$ cat config.mk
export PLATFORM = sky130hd
export DESIGN_NAME = fetch_stage
export DESIGN_NICKNAME = d
export VERILOG_FILES = /design/src/rtl/fetch_stage.sv
export SDC_FILE = /design/constraint.sdc
export NUM_CORES = 1
export LEC_CHECK = 0
export ABC_AREA = 1
export BUFFER_PORTS_ARGS = -buffer_cell sky130_fd_sc_hd__buf_2
export CORE_AREA = 4 4 129 131
export DETAILED_ROUTE_END_ITERATION = 8
export DIE_AREA = 0 0 133 135
export GPL_TIMING_DRIVEN = 0
export PLACE_DENSITY = 0.62
export RECOVER_POWER = 100
export SKIP_LAST_GASP = 1
export SLEW_MARGIN = 20
export SYNTH_ARGS = -nofsm -noshare
export SYNTH_HDL_FRONTEND = slang
export SYNTH_SLANG_ARGS = --single-unit
export TNS_END_PERCENT = 5
$ cat constraint.sdc
create_clock -name clk -period 1.8 [get_ports clk]
set_clock_uncertainty 0.2 [all_clocks]
set_input_delay 0.18 -clock clk [delete_from_list [all_inputs] [get_ports clk]]
set_output_delay 0.18 -clock clk [all_outputs]
set_load 0.05 [all_outputs]
$ cat src/rtl/fetch_stage.sv
// ============================================================================
// fetch_stage
// Instruction fetch stage: owns the PC, reads instruction memory
// combinationally at the current PC, and loads the IF/ID pipeline register.
//
// Each rising edge performs exactly one action, in this priority order:
//   reset > redirect (branch_taken) > ID hold > IF hold > normal advance
//
// Redirects and IF holds write a bubble (NOP_INSTR, pc4 = 0, valid = 0)
// into IF/ID and bump a saturating bubble counter. An ID hold freezes
// everything, because the instruction already in IF/ID must be replayed.
// ============================================================================
module fetch_stage #(
    parameter logic [31:0] RESET_PC  = 32'h0040_0020,
    parameter logic [31:0] NOP_INSTR = 32'h0000_0000
) (
    input  logic        clk,
    input  logic        reset,
    input  logic        IFstall,
    input  logic        IDstall,
    input  logic        branch_taken,
    input  logic [31:0] branch_target,
    input  logic [31:0] imem_data,
    output logic [31:0] imem_addr,
    output logic [31:0] IFID_instr,
    output logic [31:0] IFID_pc4,
    output logic        IFID_valid,
    output logic [15:0] bubble_cnt
);

    // One-hot-free encoding of the single action taken on the next edge.
    typedef enum logic [2:0] {
        ACT_RESET    = 3'd0,
        ACT_REDIRECT = 3'd1,
        ACT_ID_HOLD  = 3'd2,
        ACT_IF_HOLD  = 3'd3,
        ACT_ADVANCE  = 3'd4
    } fetch_act_t;

    // Architectural state
    logic [31:0] pc_r;
    logic [31:0] instr_r;
    logic [31:0] pc4_r;
    logic        valid_r;
    logic [15:0] bubble_cnt_r;

    // Combinational next-state
    fetch_act_t  act_s;
    logic [31:0] pc_plus4_s;
    logic [31:0] pc_next_s;
    logic [31:0] instr_next_s;
    logic [31:0] pc4_next_s;
    logic        valid_next_s;
    logic [15:0] bubble_cnt_next_s;
    logic        bubble_s;
    logic        cnt_sat_s;

    // PC+4 wraps modulo 2^32; no carry out is kept on purpose.
    assign pc_plus4_s = pc_r + 32'd4;
    assign cnt_sat_s  = (bubble_cnt_r == 16'hFFFF);

    // Resolve which single action this edge performs, honouring priority.
    always_comb begin
        act_s = ACT_ADVANCE;
        if (reset) begin
            act_s = ACT_RESET;
        end else if (branch_taken) begin
            act_s = ACT_REDIRECT;
        end else if (IDstall) begin
            act_s = ACT_ID_HOLD;
        end else if (IFstall) begin
            act_s = ACT_IF_HOLD;
        end else begin
            act_s = ACT_ADVANCE;
        end
    end

    // Compute next values of PC and IF/ID for the selected action.
    always_comb begin
        pc_next_s    = pc_r;
        instr_next_s = instr_r;
        pc4_next_s   = pc4_r;
        valid_next_s = valid_r;
        bubble_s     = 1'b0;
        case (act_s)
            ACT_RESET: begin
                pc_next_s    = RESET_PC;
                instr_next_s = NOP_INSTR;
                pc4_next_s   = 32'h0000_0000;
                valid_next_s = 1'b0;
                bubble_s     = 1'b0;
            end
            ACT_REDIRECT: begin
                // Target is taken verbatim; low bits are not masked.
                pc_next_s    = branch_target;
                instr_next_s = NOP_INSTR;
                pc4_next_s   = 32'h0000_0000;
                valid_next_s = 1'b0;
                bubble_s     = 1'b1;
            end
            ACT_ID_HOLD: begin
                pc_next_s    = pc_r;
                instr_next_s = instr_r;
                pc4_next_s   = pc4_r;
                valid_next_s = valid_r;
                bubble_s     = 1'b0;
            end
            ACT_IF_HOLD: begin
                // PC is held so the same address is fetched once the stall clears.
                pc_next_s    = pc_r;
                instr_next_s = NOP_INSTR;
                pc4_next_s   = 32'h0000_0000;
                valid_next_s = 1'b0;
                bubble_s     = 1'b1;
            end
            ACT_ADVANCE: begin
                pc_next_s    = pc_plus4_s;
                instr_next_s = imem_data;
                pc4_next_s   = pc_plus4_s;
                valid_next_s = 1'b1;
                bubble_s     = 1'b0;
            end
            default: begin
                // Unreachable encodings fall back to a safe bubble at reset PC.
                pc_next_s    = RESET_PC;
                instr_next_s = NOP_INSTR;
                pc4_next_s   = 32'h0000_0000;
                valid_next_s = 1'b0;
                bubble_s     = 1'b0;
            end
        endcase
    end

    // Saturating bubble counter next value; reset clear is handled in the register.
    always_comb begin
        bubble_cnt_next_s = bubble_cnt_r;
        if (bubble_s && !cnt_sat_s) begin
            bubble_cnt_next_s = bubble_cnt_r + 16'd1;
        end else begin
            bubble_cnt_next_s = bubble_cnt_r;
        end
    end

    // PC, IF/ID and counter registers with synchronous active-high reset.
    always_ff @(posedge clk) begin
        if (reset) begin
            pc_r         <= RESET_PC;
            instr_r      <= NOP_INSTR;
            pc4_r        <= 32'h0000_0000;
            valid_r      <= 1'b0;
            bubble_cnt_r <= 16'h0000;
        end else begin
            pc_r         <= pc_next_s;
            instr_r      <= instr_next_s;
            pc4_r        <= pc4_next_s;
            valid_r      <= valid_next_s;
            bubble_cnt_r <= bubble_cnt_next_s;
        end
    end

    // All outputs come straight from registers, so imem_addr only moves on edges.
    assign imem_addr  = pc_r;
    assign IFID_instr = instr_r;
    assign IFID_pc4   = pc4_r;
    assign IFID_valid = valid_r;
    assign bubble_cnt = bubble_cnt_r;

endmodule

==> results.cfg <==
[routing]
drtIter0Drc = 313
vias_per_cell = 4.73
first_pass_iters = 5
post_drt_wl_per_cell_um = 14.8
vias = 5613
drt_wl_total_mm = 17.6
postRouteAntennaNets = 0
remaining_drc_errors = 0

[synthesis]
synth.top_cells.by_area = dfxtp_1 (45%), nand2_1 (16%), nand3_1 (11%)
synth_edf_count = 0
ys_warn_count = 0
mappedNetlistArea_sq_um = 5050
syn_nets = 753
yosysMostFrequentCell = nand2_1
syn_avg_cell_area_sq_um = 7.40
async_flop_share = 0
ys_seq_area_frac = 0.448
yosys-top-cells-count = nand2_1 (210), dfxtp_1 (113), nand3_1 (107)
synth_top_area_frac = 0.448
ys_ff_latch = 113
synth_cells = 682
synth_ff_type = dfxtp_1
yosysTopAreaCell = dfxtp_1
ys_types = 31

[clocking]
clk_pin_slew_ns = 0.05
cts_tree = built
htreeDepth = 4
clock_latency_ns = 0.41
numCtsBuffers = 17
clock_sinks = 113
cts-root-buf = clkbuf_16
clockBufferDepth = 2

[timing]
period_share = 0.976
whs_ns = 0.0350
fmax_mhz = 569
relSlewSlack = 0.559
totalNegativeSetupSlack_ns = 0
hold_violations = 0
fin_crit_ns = 1.76
setup_viol = 0
drv_slew = 0
tightest_slew_ns = 0.665
rsz0062_at_grt = true

[die]
die-area_sq_um = 18000
pin_count = 182
die_w_um = 133
fp.dieH_um = 135
row_count = 46
core_sq_um = 15600
start_util = 0.324

[placed_design]
post-place-cells = 1079
io_buffers = 181
hpwl_mm = 12.7
post_dp_cell_area_sq_um = 6260
place_congestion = 0.840

[final_layout]
fillCellCount = 1575
drive_gt1_frac = 0.221
final_cells = 1186
syn_to_final_growth_pct = 50.1
fin_area_sq_um = 7570
nets = 1028
antenna_cells = 0
post-route-util = 0.486

[critical_path]
crit_fanout = 4
crit_type = flip-flop to flip-flop
crit_arrival_ns = 1.85
reg2reg_to = imem_addr[18]
crit_start = imem_addr[2]
r2r_slack_ns = 0.04
required_ns = 1.89
worstSetupEndpoint = imem_addr[18]
reg2reg_depth = 8
reg2reg_from = imem_addr[2]
start_kind = flip-flop
setup.worst_path.end_class = flip-flop

[global_route]
grt_pass1_vias = 5492
overflow = 0
grt_max_degree = 17
grt.total_usage = 0.192
antenna_found_initial = 0
grt_pass1_wl_mm = 27.5

[power]
vdd_drop_max_uv = 558
power_density_nw_per_um2 = 932
p_leak_nw = 3.29

[min_path]
hold_path_depth = 4
hp-class = input pin to flip-flop

[flow_run]
maxCapViolations = 0

[run_status]
status = complete, no violations
[worst min-delay path by stage]
stage                     endpoint             start
floorplan           bubble_cnt[15]             reset
global placement      imem_addr[0]  branch_target[0]
detailed placement    imem_addr[0]  branch_target[0]
CTS                  imem_addr[22]      branch_taken
global route         imem_addr[22]      branch_taken
finish               imem_addr[22]      branch_taken
[logic make-up (layout without fill, tap and decap cells)]
group / Yosys count / after routing / synth area share
flip-flops: 113 / 113 / 0.448
AO/OA/AOI/OAI: 82 / 82 / 0.123
XOR/XNOR: 8 / 8 / 0.0139
buffers and inverters: 77 / 365 / 0.0662
AND/OR/NAND/NOR: 400 / 400 / 0.344
adder cells (fa/ha/maj): 2 / 2 / 0.00496
[flip-flops by register name, summed over array words and instances, names as in the netlist]
signal      count
IFID_pc4       32
IFID_instr     32
bubble_cnt     16
IFID_valid      1
imem_addr      32
[cells in the final DEF, fill, tap and decap left out, drive strengths merged]
master and instances:
nor2 67, nor3 2, o21ai 18, nand2 214, o211ai 5, clkinvlp 3, xor2 8, or2 3
ha 2, inv 50, nand3b 2, dfxtp 113, clkinv 3, a21oi 23, a32o 32, nand3 107
buf 123, o21a 1, nand4 5, o21bai 3, dlygate4sd3 70, bufinv 4, clkbuf 112
[metal layers]
layer  track usage  share of wire
met3        0.0637          0.071
met1         0.222           0.42
met5             0              0
met2         0.332           0.48
met4        0.0676          0.023
[power breakdown]
group,internal [mW],switching (mW)
Clock,2.38,1.18
Sequential,2.58,0.0890
Combinational,0.280,0.545
[through the flow]
step / power (mW) / worst slack [ns]
2_1_floorplan: 3.17 / -0.0311
3_3_place_gp: 3.43 / -0.153
3_5_place_dp: 3.43 / -0.190
4_1_cts: 7.12 / -0.183
5_1_grt: 7.30 / -0.0710
6_report: 7.06 / 0.0424
[worst max-delay path: stages (launching register included)]
cell and delay [ns]:
dfxtp_4 0.35, ha_1 0.22, nand2_2 0.15, nor2_4 0.06, nand2_2 0.13, nor2_1 0.09
or2_2 0.27, nand3_1 0.10, nand3_1 0.07
[cell type report]
cell class	instances	area (sq um)	area share
buffer	27	129	0.0170
clock buffer	22	464	0.0613
clock inverter	10	158	0.0208
inverter	50	188	0.0248
multi-input combinational	492	2510	0.331
sequential	113	2300	0.304
tap	216	270	0.0357
timing repair buffer	256	1550	0.205
[what timing repair did]
| item | CTS | global route |
|---|---|---|
| cloned | 0 | 0 |
| hold buffers | 70 | 0 |
| pin swaps | 0 | 4 |
| endpoints found under the hold margin | 70 | 0 |
| setup buffers | 0 | 5 |
| resized for setup | 1 | 18 |
| endpoints found under the setup margin | 14 | 57 |
Note: power is estimated with default switching activity, not from simulation.
